### src/rtl/tlut_pkg.sv
// rtl/tlut_pkg.sv - shared types, defaults and lane adder for the TLUT partial-sum collector
//
// Purpose : FSM state encoding, parameter defaults and the per-lane add used by
//           tlut_psum_lane.
// Macro   : TLUT_PSUM_SAT_EN - when defined, lane_add saturates at 2^w-1;
//           when undefined it wraps modulo 2^w.
// Ports   : none (package).
package tlut_pkg;

    typedef enum logic [1:0] {
        ST_IDLE  = 2'd0,
        ST_ACCUM = 2'd1,
        ST_DRAIN = 2'd2
    } psum_state_e;

    localparam int DIM_A_DEF      = 8;
    localparam int ACC_WIDTH_DEF  = 16;
    localparam int PSUM_WIDTH_DEF = 24;
    localparam int TILE_W_DEF     = 8;

    // Operands are zero-extended to 64 bits by the caller; w is the real lane
    // width. One extra bit of headroom lets the saturating build see the carry.
    function automatic logic [63:0] lane_add(input logic [63:0] a,
                                             input logic [63:0] b,
                                             input int unsigned w);
        logic [64:0] lim;
        logic [64:0] sum;
        lim = (65'd1 << w) - 65'd1;
        sum = {1'b0, a} + {1'b0, b};
`ifdef TLUT_PSUM_SAT_EN
        if (sum > lim) begin
            sum = lim;
        end
`endif
        return 64'(sum & lim);
    endfunction

endpackage

### src/rtl/tlut_psum_lane.sv
// rtl/tlut_psum_lane.sv - one partial-sum accumulator lane
//
// Purpose : PSUM_WIDTH register that is cleared on job start and accumulates
//           one zero-extended product per add pulse (wrap or saturate, see
//           TLUT_PSUM_SAT_EN in tlut_pkg).
// Ports   : clk_i, rst_ni  clock / async active-low reset
//           clr_i          clear the lane (takes priority over add_i)
//           add_i          accumulate prod_i this cycle
//           prod_i         ACC_WIDTH product lane
//           psum_o         current partial sum
module tlut_psum_lane
    import tlut_pkg::*;
#(
    parameter int ACC_WIDTH  = ACC_WIDTH_DEF,
    parameter int PSUM_WIDTH = PSUM_WIDTH_DEF
) (
    input  logic                  clk_i,
    input  logic                  rst_ni,
    input  logic                  clr_i,
    input  logic                  add_i,
    input  logic [ACC_WIDTH-1:0]  prod_i,
    output logic [PSUM_WIDTH-1:0] psum_o
);

    logic [PSUM_WIDTH-1:0] psum_q;
    logic [PSUM_WIDTH-1:0] psum_d;

    always_comb begin
        psum_d = psum_q;
        if (clr_i) begin
            psum_d = '0;
        end else if (add_i) begin
            psum_d = PSUM_WIDTH'(lane_add(64'(psum_q), 64'(prod_i), PSUM_WIDTH));
        end
    end

    always_ff @(posedge clk_i or negedge rst_ni) begin
        if (!rst_ni) begin
            psum_q <= '0;
        end else begin
            psum_q <= psum_d;
        end
    end

    assign psum_o = psum_q;

endmodule

### src/rtl/tlut_psum_collector.sv
// rtl/tlut_psum_collector.sv - accumulates DIM_A-lane product vectors over K tiles and drains them
//
// Purpose : IDLE -> ACCUM (NUM_TILES window_done pulses summed per lane)
//           -> DRAIN (one lane per valid/ready beat) -> IDLE with a done pulse.
// Macro   : TLUT_PSUM_SAT_EN selects saturating lane adds (port list unchanged).
// Ports   : clk_i, rst_ni          clock / async active-low reset
//           start_i, num_tiles_i   job start (IDLE only) and tile count (0 means 1)
//           window_done_i, prod_in_i  window pulse and DIM_A*ACC_WIDTH product vector
//           out_valid_o, out_ready_i, out_data_o, out_idx_o, out_last_o  drain stream
//           busy_o                 high in ACCUM or DRAIN
//           done_o                 1-cycle pulse after last beat accepted
//           ovf_err_o              sticky: window_done outside ACCUM
module tlut_psum_collector
    import tlut_pkg::*;
#(
    parameter int  DIM_A      = DIM_A_DEF,
    parameter int  ACC_WIDTH  = ACC_WIDTH_DEF,
    parameter int  PSUM_WIDTH = PSUM_WIDTH_DEF,
    parameter int  TILE_W     = TILE_W_DEF,
    localparam int IDX_W      = (DIM_A > 1) ? $clog2(DIM_A) : 1
) (
    input  logic                       clk_i,
    input  logic                       rst_ni,
    input  logic                       start_i,
    input  logic [TILE_W-1:0]          num_tiles_i,
    input  logic                       window_done_i,
    input  logic [DIM_A*ACC_WIDTH-1:0] prod_in_i,
    output logic                       out_valid_o,
    input  logic                       out_ready_i,
    output logic [PSUM_WIDTH-1:0]      out_data_o,
    output logic [IDX_W-1:0]           out_idx_o,
    output logic                       out_last_o,
    output logic                       busy_o,
    output logic                       done_o,
    output logic                       ovf_err_o
);

    psum_state_e       state_q;
    logic [TILE_W-1:0] tile_cnt_q;
    logic [TILE_W-1:0] ntiles_q;
    logic [IDX_W-1:0]  idx_q;
    logic              out_valid_q;
    logic              done_q;
    logic              ovf_q;

    logic              lane_clr;
    logic              lane_add_en;
    logic              idx_is_last;
    logic [PSUM_WIDTH-1:0] psum [DIM_A];

    assign lane_clr    = (state_q == ST_IDLE) && start_i;
    assign lane_add_en = (state_q == ST_ACCUM) && window_done_i;
    assign idx_is_last = (idx_q == IDX_W'(DIM_A - 1));

    for (genvar i = 0; i < DIM_A; i++) begin : g_lane
        tlut_psum_lane #(
            .ACC_WIDTH (ACC_WIDTH),
            .PSUM_WIDTH(PSUM_WIDTH)
        ) u_lane (
            .clk_i (clk_i),
            .rst_ni(rst_ni),
            .clr_i (lane_clr),
            .add_i (lane_add_en),
            .prod_i(prod_in_i[i*ACC_WIDTH +: ACC_WIDTH]),
            .psum_o(psum[i])
        );
    end

    always_ff @(posedge clk_i or negedge rst_ni) begin
        if (!rst_ni) begin
            state_q     <= ST_IDLE;
            tile_cnt_q  <= '0;
            ntiles_q    <= '0;
            idx_q       <= '0;
            out_valid_q <= 1'b0;
            done_q      <= 1'b0;
            ovf_q       <= 1'b0;
        end else begin
            done_q <= 1'b0;
            unique case (state_q)
                ST_IDLE: begin
                    if (start_i) begin
                        tile_cnt_q <= '0;
                        idx_q      <= '0;
                        ovf_q      <= 1'b0;
                        ntiles_q   <= (num_tiles_i == '0) ? TILE_W'(1) : num_tiles_i;
                        state_q    <= ST_ACCUM;
                    end
                end
                ST_ACCUM: begin
                    if (window_done_i) begin
                        tile_cnt_q <= tile_cnt_q + TILE_W'(1);
                        if (tile_cnt_q == ntiles_q - TILE_W'(1)) begin
                            state_q     <= ST_DRAIN;
                            idx_q       <= '0;
                            out_valid_q <= 1'b1;
                        end
                    end
                end
                ST_DRAIN: begin
                    if (out_ready_i) begin
                        if (idx_is_last) begin
                            state_q     <= ST_IDLE;
                            out_valid_q <= 1'b0;
                            done_q      <= 1'b1;
                        end else begin
                            idx_q <= idx_q + IDX_W'(1);
                        end
                    end
                end
                default: state_q <= ST_IDLE;
            endcase
            // A stray window result is an error even if a start lands in the same cycle.
            if (window_done_i && (state_q != ST_ACCUM)) begin
                ovf_q <= 1'b1;
            end
        end
    end

    assign out_valid_o = out_valid_q;
    assign out_data_o  = out_valid_q ? psum[idx_q] : '0;
    assign out_idx_o   = out_valid_q ? idx_q : '0;
    assign out_last_o  = out_valid_q && idx_is_last;
    assign busy_o      = (state_q != ST_IDLE);
    assign done_o      = done_q;
    assign ovf_err_o   = ovf_q;

endmodule

### config.mk
export PLATFORM = sky130hd
export DESIGN_NAME = tlut_psum_collector
export DESIGN_NICKNAME = d
export VERILOG_FILES = /design/src/rtl/tlut_pkg.sv /design/src/rtl/tlut_psum_lane.sv /design/src/rtl/tlut_psum_collector.sv
export SDC_FILE = /design/constraint.sdc
export NUM_CORES = 1
export LEC_CHECK = 0
export ABC_CLOCK_PERIOD_IN_PS = 2800
export CAP_MARGIN = 10
export CORE_ASPECT_RATIO = 0.6
export CORE_UTILIZATION = 54
export CTS_BUF_LIST = sky130_fd_sc_hd__clkbuf_8
export CTS_CLUSTER_SIZE = 20
export DETAILED_ROUTE_END_ITERATION = 10
export PLACE_DENSITY = 0.8
export SLEW_MARGIN = 10
export SYNTH_ARGS = -nofsm -noshare
export SYNTH_HDL_FRONTEND = slang
export SYNTH_SLANG_ARGS = --single-unit
### constraint.sdc
create_clock -name clk_i -period 2.8 [get_ports clk_i]
set_input_delay 0.56 -clock clk_i [delete_from_list [all_inputs] [get_ports clk_i]]
set_output_delay 0.56 -clock clk_i [all_outputs]
set_load 0.005 [all_outputs]
* Word level (Yosys, flattened, before mapping) *
Cells that the tools add are included.

word-level totals
  output and inout bits = 32
  flip-flop bits (word level) = 216
  input bits = 141
  word-level logic and storage cells = 106

cells by class
  eq/ne operators = 11
  bitwise logic cells = 1
  reduce and logical (&&, ||, !) cells = 19
  mux-type cells = 48
  $add $sub $neg = 11
  $lt $le $gt $ge = 1

operators with widths
  cell                 count
  $mux 24              19
  $add 24x16->24       8
  $bmux 24 s3          1
  $mux 8               3
  $mux 3               6
  $pmux 8 s2           1
  $reduce_bool 2->1    6
  $mux 1               10
  $mux 2               5
  $ne 2x2->1 const B   5
  $reduce_and 5->1     2
  $pmux 3 s3           1
  $add 8x1->8 const B  1
  $eq 8x8->1           1
  $logic_not 8->1      1
  $sub 8x1->8 const B  1
  $pmux 2 s3           1
  $reduce_and 6->1     1
  $ge 4x4->1 const B   1
  $logic_and 1x1->1    4
  $ne 2x1->1 const B   2
  $not 3->4            1
  $reduce_and 2->1     2
  $add 3x1->3 const B  1
  7 further kinds      7

* Logic depth before layout (Yosys ltp) *
  depth after elaboration = 5
  mapped depth = 10
  mapped depth without buffers = 10

* Cells and area by module *
A second synthesis with hierarchy kept.

second synthesis, totals
  cells, all modules = 1973
  area total of the unflattened synthesis = 18345.1 um^2

modules (own cells, without submodules)
  module                                  area an instance (um^2)  seq. area each (um^2)  cells each  instances
  tlut_psum_lane at g_lane[3].u_lane ...  1948.1                   600.6                  219         5
  tlut_psum_lane at g_lane[0].u_lane ...  1878.1                   600.6                  205         3
  tlut_psum_collector                     2970.3                   600.6                  263         1

* Worst setup path after synthesis *
No wires, ideal clock.

  kind = input-to-reg
  start = input prod_in_i[80]
  end = register g_lane[5].u_lane.psum_q[22]
  stages = 10
  setup time = 0.136 ns
  path slack = -0.074 ns
  arrival time = 2.737 ns
  buffers on the path = 0
  required time = 2.664 ns
  path through = ha_1 -> fa_1 -> a21oi_1 -> o211ai_1 -> or4_1 -> nand3_1 -> o31ai_1 -> a31oi_1 -> or3_1 -> a21oi_1

on the way
  word-level cells in the longest chain between the ends = 3

ends and longest elaborated chain
  item                  RTL line                   RTL
  from (decl)           tlut_psum_collector.sv:27  input logic [DIM_A*ACC_WIDTH-1:0] prod_in_i,
  $add 24x16->24        tlut_pkg.sv:29             sum = {1'b0, a} + {1'b0, b};
  $mux 24               tlut_psum_lane.sv:32       end else if (add_i) begin
  $mux 24               tlut_psum_lane.sv:30       if (clr_i) begin
  to (signal assigned)  tlut_psum_lane.sv:41       psum_q <= psum_d;
  to (decl)             tlut_psum_lane.sv:25       logic [PSUM_WIDTH-1:0] psum_q;

No other way between the ends. The select of a mux whose other input is x is not followed.
A chain may end at the register's enable or synchronous reset.

* Final worst setup path *
  start = register idx_q[0]
  end = output out_data_o[11]

on the way
  word-level cells in the longest chain between the ends = 5

ends and longest elaborated chain
  item                                        RTL line                    RTL
  from (decl)                                 tlut_psum_collector.sv:41   logic [IDX_W-1:0] idx_q;
  from (signal assigned)                      tlut_psum_collector.sv:107  idx_q <= idx_q + IDX_W'(1);
  $not 3->4 (implied by the code)             tlut_psum_collector.sv:121  assign out_data_o = out_valid_q ? psum[idx_q] : '0;
  $bmux 24 s3                                 tlut_psum_collector.sv:121
  $mux 24 (implied by the code) (2 in a row)  tlut_psum_collector.sv:121
  $mux 24                                     tlut_psum_collector.sv:121
  to (decl)                                   tlut_psum_collector.sv:30   output logic [PSUM_WIDTH-1:0] out_data_o,

No other way between the ends. The select of a mux whose other input is x is not followed.

==> metrics <==
Seq cells post-synth 216; # Max-Cap Violations 0; Post-synth EDFFs 0; Avg Cell Area, Syn 9.227 um^2; Via density 6.279; syn nets 2,016; core footprint 28,950 um^2; post-detail-place hpwl 40.65 mm; status finished, violations left; DRT iter0 DRCs 1,922; Primary FF master, synth dfrtp_1; layout cells sized above 1 0.2361; Logic pwr share 0.648; clock-pin slew on the worst setup and hold paths 0.07 ns; sequential share of the synthesized area 0.3376; Mapped Cells 1,735; die height 135.4 um; CTS sink cnt 216; worst-margin pin slew 0.7115 ns; Yosys warnings 0; unrepaired setup endpoints after global routing yes; PD cells 1215 nW/um^2; Tot Pwr 26.33 mW; Die ar. 30,360 um^2; async set-reset flop share out of synthesis 1.000; CP required 2.24 ns; crit path time final 2.970 ns; top-count cell post-synth nand2_1; gpl congestion 1.003; Setup crit start kind flip-flop; Worst Path Max Fanout 7; Clock Tree Buf Depth 3; average wire per standard cell 21.72 um; nets@finish 2,463; PnR worst setup slack -0.1696 ns; synth top area cells dfrtp_1, ha_1, mux4_2; CP arrival 2.41 ns; Hold Vio Cnt, Final 8; Crit Path Class flip-flop to output port; I/O Buffers 172; First-pass DRT Iterations 7; Switch Pwr 11.76 mW; GRT overflow 0; clock share of power 0.119; CTS Buf Count 36; library cells used by synthesis 67; Ports 173; vias in the first global route 16,015; vias 16,383; Hold Path Class input pin to async pin; DR DRC count 0; Sw Ratio 0.4464; largest net degree at the start of global routing 84; cell area after layout 21,670 um^2; global-route usage over all layers 0.3711; Tcrit/Tclk final 1.061; Cell Area, Synth 16,010 um^2; synth-to-layout area growth 35.36%; Int Power 14.58 mW; H-tree depth 2; TritonCTS clock tree done; count of standard-cell rows 48; die width 224.3 um; final setup fails 25; Placed Instance Area 20,110 um^2; clk_skew 0.02630 ns; Clock Tree Root clkbuf_8; Final Slew Violations 0; Initial Utilization 0.5530; failing checks hold timing, setup timing; Peak Freq 0.3367 GHz; top cells by count, synth nand2_1, dfrtp_1, o21ai_0, ha_1, nor2_1; post-synth top area cell dfrtp_1; Yosys top cell area share 0.3376; Worst VDD drop 0.0006085 V; CTS Hold Buffers Added 0; power share of the sequential group 0.233; Hold Worst Slack -0.02421 ns; number of antenna-violating nets in the routed design 0; global-route wire length before repair 87.08 mm; drt total wl 56.67 mm; initial antenna violation count 3; clock latency at the later pin of the worst-skew pair 0.59 ns; slew margin rel. 0.5257; LEAKAGE 10.01 nW; CP Capture Type output port
## state kept, by name (all words and copies together), names as in the netlist
| name | cells |
|---|---|
| g_lane.u_lane.psum_o | 192 |
| ntiles_q | 8 |
| tile_cnt_q | 8 |
| idx_q | 3 |
| state_q | 2 |
| done_o | 1 |
| out_valid_o | 1 |
| ovf_err_o | 1 |
## critical path: stages (launching register included)
cell     delay (ns)
dfrtp_4        0.53
buf_12         0.18
buf_6          0.10
mux4_2         0.60
mux2i_1        0.23
nor2b_1        0.07
buf_2          0.13
## logic make-up (layout without fill, tap and decap cells)
kind of cell | after synthesis | count (layout) | synth area share
and+or+nand+nor | 544 | 544 | 0.1565
AOI/OAI and AO/OA | 515 | 515 | 0.2052
DFF | 216 | 216 | 0.3376
xor gates and xnor gates | 142 | 142 | 0.07769
adders and majority gates | 140 | 140 | 0.1132
buffers and inverters | 100 | 572 | 0.02345
muxes | 78 | 78 | 0.08636
other | 0 | 2 | 0
## path summary, 6_finish.rpt
| path | startpoint | slack, ns | end | cells past startpoint |
|---|---|---|---|---|
| worst max-delay path | idx_q[0] | -0.17 | out_data_o[11] | 6 |
| worst min-delay path | rst_ni | -0.02 | g_lane[5].u_lane.psum_o[9] | 1 |
| worst max register to register | g_lane[5].u_lane.psum_o[0] | 0 | g_lane[5].u_lane.psum_o[20] | 11 |
| worst min register to register | ntiles_q[7] | 0.50 | ntiles_q[7] | 2 |
| max in group asynchronous | rst_ni | 1.90 | idx_q[0] | 2 |
| min in group clk_i | prod_in_i[80] | 0.46 | g_lane[5].u_lane.psum_o[0] | 4 |
## layout by cell type (no fill, tap or decap), drive strengths merged, types with 6 or more instances in the layout
cell           count
nor2             123
a31oi             15
mux2i             29
a21o              45
clkdlybuf4s50    142
nand2b            13
mux4              48
a32o               9
o211ai            27
o31ai             23
or3               16
a211oi            22
and3              17
a41oi              6
o21bai             7
a22o              13
o21ai            159
nor2b             35
o21a              16
xor2              73
nor3              24
fa                 8
xnor2             69
dfrtp            216
ha               132
inv               42
a21oi            119
nand3             46
nand4             13
and2               9
buf              327
nand2            220
clkbuf            51
## cell type report
type / count / area [um^2]
Multi-Input combinational cell: 1419 / 10630
Fill cell: 1932 / 7278
Tap cell: 400 / 500.5
Sequential cell: 216 / 5411
Clock buffer: 50 / 688.2
Timing Repair Buffer: 475 / 4218
Clock inverter: 13 / 85.08
Antenna cell: 2 / 5.005
Inverter: 34 / 127.6
## layer usage
layer / routed length, um / global-route usage / vias up
li1: - / - / 7304
met1: 23270 / 0.5170 / 7874
met2: 24660 / 0.5763 / 1019
met3: 6399 / 0.07525 / 184
met4: 2328 / 0.1342 / 2
met5: 14 / 0 / -
## what timing repair did
| item | 4_1_cts | 5_1_grt |
|---|---|---|
| endpoints found under the setup margin | 45 | 86 |
| resized for setup | 146 | 79 |
| setup buffers | 31 | 19 |
| endpoints found under the hold margin | 0 | 0 |
| pin swaps | 9 | 43 |
| cloned | 3 | 0 |
## power by group through the flow
stage	Combinational [mW]	Sequential, mW	Clock (mW)
after floorplan	9.55	5.33	0
after global placement	14.7	5.97	0
after detailed placement	15.3	6.04	0
after CTS	16.1	6.03	3.13
after global routing	18.4	6.23	3.29
final	17.1	6.14	3.12
## stage by stage
stage | util | TNS (ns) | setup WS, ns | std cells
global route | 0.7485 | -3.438 | -0.2075 | 2608
floorplan | - | 0 | 0.004988 | 1735
CTS | 0.7354 | -3.304 | -0.2402 | 2593
finish | 0.7486 | -2.125 | -0.1696 | 2609
global placement | 0.6946 | -40.85 | -0.7515 | 2496
detailed placement | 0.6946 | -49.74 | -0.9003 | 2496
Note: power is estimated with default switching activity, not from simulation.
==> patch 1 (same flow settings) <==
Register the output `ovf_err_o` once more, cleared by the reset; this adds one clock of latency there. The other outputs are not delayed to match.
--- a/src/rtl/tlut_psum_collector.sv
+++ b/src/rtl/tlut_psum_collector.sv
@@ -125,3 +125,9 @@
     assign done_o      = done_q;
-    assign ovf_err_o   = ovf_q;
+    always_ff @(posedge clk_i or negedge rst_ni) begin
+        if (!rst_ni) begin
+            ovf_err_o <= '0;
+        end else begin
+            ovf_err_o <= ovf_q;
+        end
+    end
 
Check against the original RTL: not equivalent (a bounded check fails within 4 cycles, from zero or initial values and one cycle with rst_ni low).
==> patch 1 against the unedited design <==
Count of clock-buffer cells in the layout shrank 3; cell area fell by 4.2%; final cell count shrank 2.8%; sequential cell count grew 1; clock power decreased by 4%; non-clock buffer count is 80 lower; routed wire length is 7.4% lower; worst setup slack gained 0.067 ns; synthesized area rose by 0.31%; total power fell by 9.0%; die area is 0.31% higher; register-to-register slack gained 0.08 ns; the flow finishes with violations (negative setup slack).
==> patch 1: results <==
export IMPL_nets=2389
export IMPL_avgViaCountPerCell=6.14
export IMPL_violations="negative setup slack"
export IMPL_tightest_slew_ns=0.589
export IMPL_status="finished with violations"
export IMPL_timing_rr_start="g_lane[6].u_lane.psum_o[0]$_DFFE_PN0P_"
export IMPL_grt_max_degree=82
export IMPL_setup_viol=17
export IMPL_dr_pass1_iters=5
export IMPL_yosys_top_cells_count="219 x nand2_1, 217 x dfrtp_1, 153 x o21ai_0"
export IMPL_setup_ws_ns=-0.103
export IMPL_grt_pass1_wl_um=81700
export IMPL_holdWs_ns=0.413
export IMPL_syn_avg_cell_area_um2=9.22
export IMPL_switching_share=0.449
export IMPL_synth_nets=2022
export IMPL_placedCellCount=2444
export IMPL_reg2regPathDepth=10
export IMPL_synth_cell_types=74
export IMPL_clk_latency_ns=0.56
export IMPL_drive_gt1_frac=0.187
export IMPL_setup_tns_final_ns=-1.15
export IMPL_rr_endpoint="g_lane[6].u_lane.psum_o[12]$_DFFE_PN0P_"
export IMPL_globalRouteTotalUtil=0.348
export IMPL_vdd_drop_max_uv=518
export IMPL_dr_total_vias=15600
export IMPL_antenna_found_initial=5
-- patch 1: cell types whose count changed in the layout (fill, tap and decap cells not counted), sizes merged, moves of 6 or more --
cell	before	now
a211oi	22	33
a21oi	119	135
a31oi	15	8
a32o	9	2
buf	327	246
nand4	13	21
nor2	123	113
o211ai	27	14
o21ai	159	172
o21bai	7	22
or3	16	10
xnor2	69	80
xor2	73	63
-- patch 1: layer usage --
layer | global-route usage | vias to the layer above | wire [um]
met5 | 0 | - | 0
met4 | 0.132 | 0 | 1920
li1 | - | 7136 | -
met1 | 0.476 | 7483 | 21900
met2 | 0.523 | 814 | 22600
met3 | 0.102 | 134 | 6080
-- patch 1: area by class of cell --
type,instances,area (um2)
flip-flops and latches,217,5440
inverters,38,143
clock buffers,47,647
diodes,3,7.51
repair buffers,395,3550
fillers,2051,8240
well taps,400,500
multi-input cells,1420,10400
clock inverters,17,98.8
-- patch 1: timing repair --
item                                    in CTS  in global routing
hold endpoints to repair                    41                  0
resized for setup                          132                 32
setup buffers                               17                 10
hold buffers                                 1                  0
pin swaps                                    2                  2
endpoints found under the setup margin      27                 61
-- patch 1: kinds of logic after synthesis --
group	synth area share
AOI/OAI and AO/OA	0.206
xor gates and xnor gates	0.0780
adders and majority gates	0.113
buffers and inverters	0.0249
DFF	0.338
muxes	0.0887
and+or+nand+nor	0.152
-- patch 1: power by group through the flow --
| stage | logic, mW | registers (mW) | clock network [mW] |
|---|---|---|---|
| after floorplan | 9.32 | 5.34 | 0 |
| after global placement | 13.5 | 6.02 | 0 |
| after detailed placement | 14.1 | 6.09 | 0 |
| after CTS | 14.3 | 6.04 | 3.00 |
| after global routing | 16.1 | 6.24 | 3.17 |
| final | 14.8 | 6.13 | 3.00 |
-- patch 1: how the worst max path moves through the flow --
stage	from	end	slack [ns]
4_1_cts	idx_q[0]$_DFFE_PN0P_	out_data_o[21]	-0.11
3_5_place_dp	prod_in_i[16]	g_lane[1].u_lane.psum_o[20]$_DFFE_PN0P_	-0.63
5_1_grt	idx_q[0]$_DFFE_PN0P_	out_data_o[11]	-0.17
6_report	idx_q[0]$_DFFE_PN0P_	out_data_o[21]	-0.10
3_3_place_gp	prod_in_i[16]	g_lane[1].u_lane.psum_o[20]$_DFFE_PN0P_	-0.56
2_1_floorplan	prod_in_i[16]	g_lane[1].u_lane.psum_o[20]$_DFFE_PN0P_	-0.002
-- patch 1: critical path, cell delays in order, from the launching register on --
cell	delay, ns
dfrtp_4	0.51
buf_12	0.16
buf_12	0.14
buf_6	0.11
mux4_2	0.45
mux2i_2	0.21
nor2b_1	0.07
buf_2	0.13
==> patch 2 (same flow settings) <==
Without the edit above. `ACC_WIDTH_DEF`: 16 -> 32.
--- a/src/rtl/tlut_pkg.sv
+++ b/src/rtl/tlut_pkg.sv
@@ -16,3 +16,3 @@
     localparam int DIM_A_DEF      = 8;
-    localparam int ACC_WIDTH_DEF  = 16;
+    localparam int ACC_WIDTH_DEF  = 32;
     localparam int PSUM_WIDTH_DEF = 24;
Ports: changed (resized prod_in_i); port bits go from 173 to 301. No check against the original RTL was run, so the function may have changed too.
==> patch 2 against the unedited design <==
The flow still finishes with violations (negative hold slack, negative setup slack); maximum frequency shrank 3.1%; sequential cell count unchanged; routed wire length grew 25%; total power grew 18%; die area grew 15%; clock skew down 0.011 ns; count of clock-buffer cells in the layout unchanged; worst setup slack worse by 0.095 ns; synthesized area up 15%; cell area up 21%.
==> patch 2: results <==
export IMPL_numCtsBuffers=38
export IMPL_synth_area_leaders="dfrtp_1 29%, ha_1 13%, mux4_2 5.9%"
export IMPL_violations="negative hold slack, negative setup slack"
export IMPL_grt_max_degree=97
export IMPL_nets=3133
export IMPL_yosysWarnings=0
export IMPL_globalRouteTotalUtil=0.392
export IMPL_final_area_um2=26100
export IMPL_synth_compound_area_frac=0.230
export IMPL_setup_tns_final_ns=-3.83
export IMPL_place_congestion=1.06
export IMPL_drive_gt1_frac=0.267
export IMPL_switching_power_mw=14.2
export IMPL_placedCellCount=3011
export IMPL_hpwl_um=51600
export IMPL_dr_pass1_iters=6
export IMPL_ys_seq_area_frac=0.294
export IMPL_setup_ws_ns=-0.264
export IMPL_pg_comb_mw=21.4
export IMPL_vdd_drop_max_uv=574
export IMPL_p_leak_nw=12.1
export IMPL_grt_pass1_vias=18700
export IMPL_wl_met1_um=29500
export IMPL_critical_path_top_delay_family="buffers and inverters"
export IMPL_synth_nets=2506
export IMPL_intPower_mw=16.9
export IMPL_yosys_top_cells_count="239 x nand2_1, 216 x dfrtp_1, 209 x o21ai_0"
export IMPL_slew_headroom=0.516
export IMPL_grt_pass1_wl_um=105000
export IMPL_wl_met3_um=8370
export IMPL_drt_total_wl_um=70900
export IMPL_numPortBuffers=236
export IMPL_synthMuxAreaShare=0.0823
export IMPL_cpMaxStageDelayCell="dfrtp_4"
export IMPL_reg2reg_setup_slack_ns=-0.12
export IMPL_antenna_found_initial=9
export IMPL_met2_length_um=30400
export IMPL_cp_arrival_ns=2.50
export IMPL_synthAdderAreaFrac=0.136
export IMPL_holdWs_ns=-0.0377
export IMPL_timing_rr_start="g_lane[5].u_lane.psum_o[0]$_DFFE_PN0P_"
export IMPL_dr_max_layer_used="met4"
export IMPL_status="finished with violations"
export IMPL_hold_path_class="in2async"
export IMPL_setup_viol=33
export IMPL_avgViaCountPerCell=6.22
export IMPL_path_max_fanout=6
export IMPL_synth_xor_xnor_area_share=0.0785
export IMPL_synth_cell_types=85
export IMPL_max_stage_delay_ns=0.51
export IMPL_clk_latency_ns=0.57
export IMPL_pre_cts_ws_ns=-0.871
export IMPL_p_clk_frac=0.097
export IMPL_final_hold_viol_count=13
export IMPL_synthCells=2041
export IMPL_clock_skew_ns=0.0148
export IMPL_fillers=2123
export IMPL_dr_total_vias=19600
export IMPL_dpl_instance_area_um2=24000
==> patch 2: cell count changes after synthesis, sizes merged, moves of 15 or more <==
cell | before | now
nor2b | 35 | 50
nor2 | 123 | 97
ha | 132 | 188
o21bai | 7 | 32
nand2 | 220 | 239
a21oi | 119 | 155
a21o | 45 | 83
clkbuf | 54 | 75
xnor2 | 69 | 87
o211ai | 27 | 11
o21ai | 159 | 210
==> patch 2: cell type report <==
cell class,count,share of cell area
multi-input combinational,1699,0.511
timing repair buffer,668,0.225
sequential,216,0.207
clock buffer,50,0.0263
tap,450,0.0215
inverter,45,0.00646
clock inverter,11,0.00168
antenna,6,0.000574
==> patch 2: what timing repair did <==
item | CTS | global route
cloned | 5 | 0
endpoints found under the setup margin | 62 | 86
pin swaps | 44 | 92
setup buffers | 38 | 29
gates resized for setup | 185 | 123
==> patch 2: layer usage <==
metal	vias to the layer above	track usage
li1	8807	-
met1	9521	0.554
met3	165	0.116
met5	-	0
met2	1061	0.564
met4	0	0.139
==> patch 2: worst max-delay path by stage <==
stage | slack, ns | end | startpoint | cells past startpoint
2_1_floorplan | -0.11 | g_lane[7].u_lane.psum_o[22]$_DFFE_PN0P_ | prod_in_i[224] | 11
3_3_place_gp | -0.85 | g_lane[7].u_lane.psum_o[22]$_DFFE_PN0P_ | prod_in_i[224] | 12
3_5_place_dp | -0.87 | g_lane[0].u_lane.psum_o[20]$_DFFE_PN0P_ | prod_in_i[0] | 13
4_1_cts | -0.22 | out_data_o[3] | idx_q[0]$_DFFE_PN0P_ | 7
5_1_grt | -0.31 | out_data_o[1] | idx_q[0]$_DFFE_PN0P_ | 8
6_report | -0.26 | out_data_o[0] | idx_q[0]$_DFFE_PN0P_ | 8
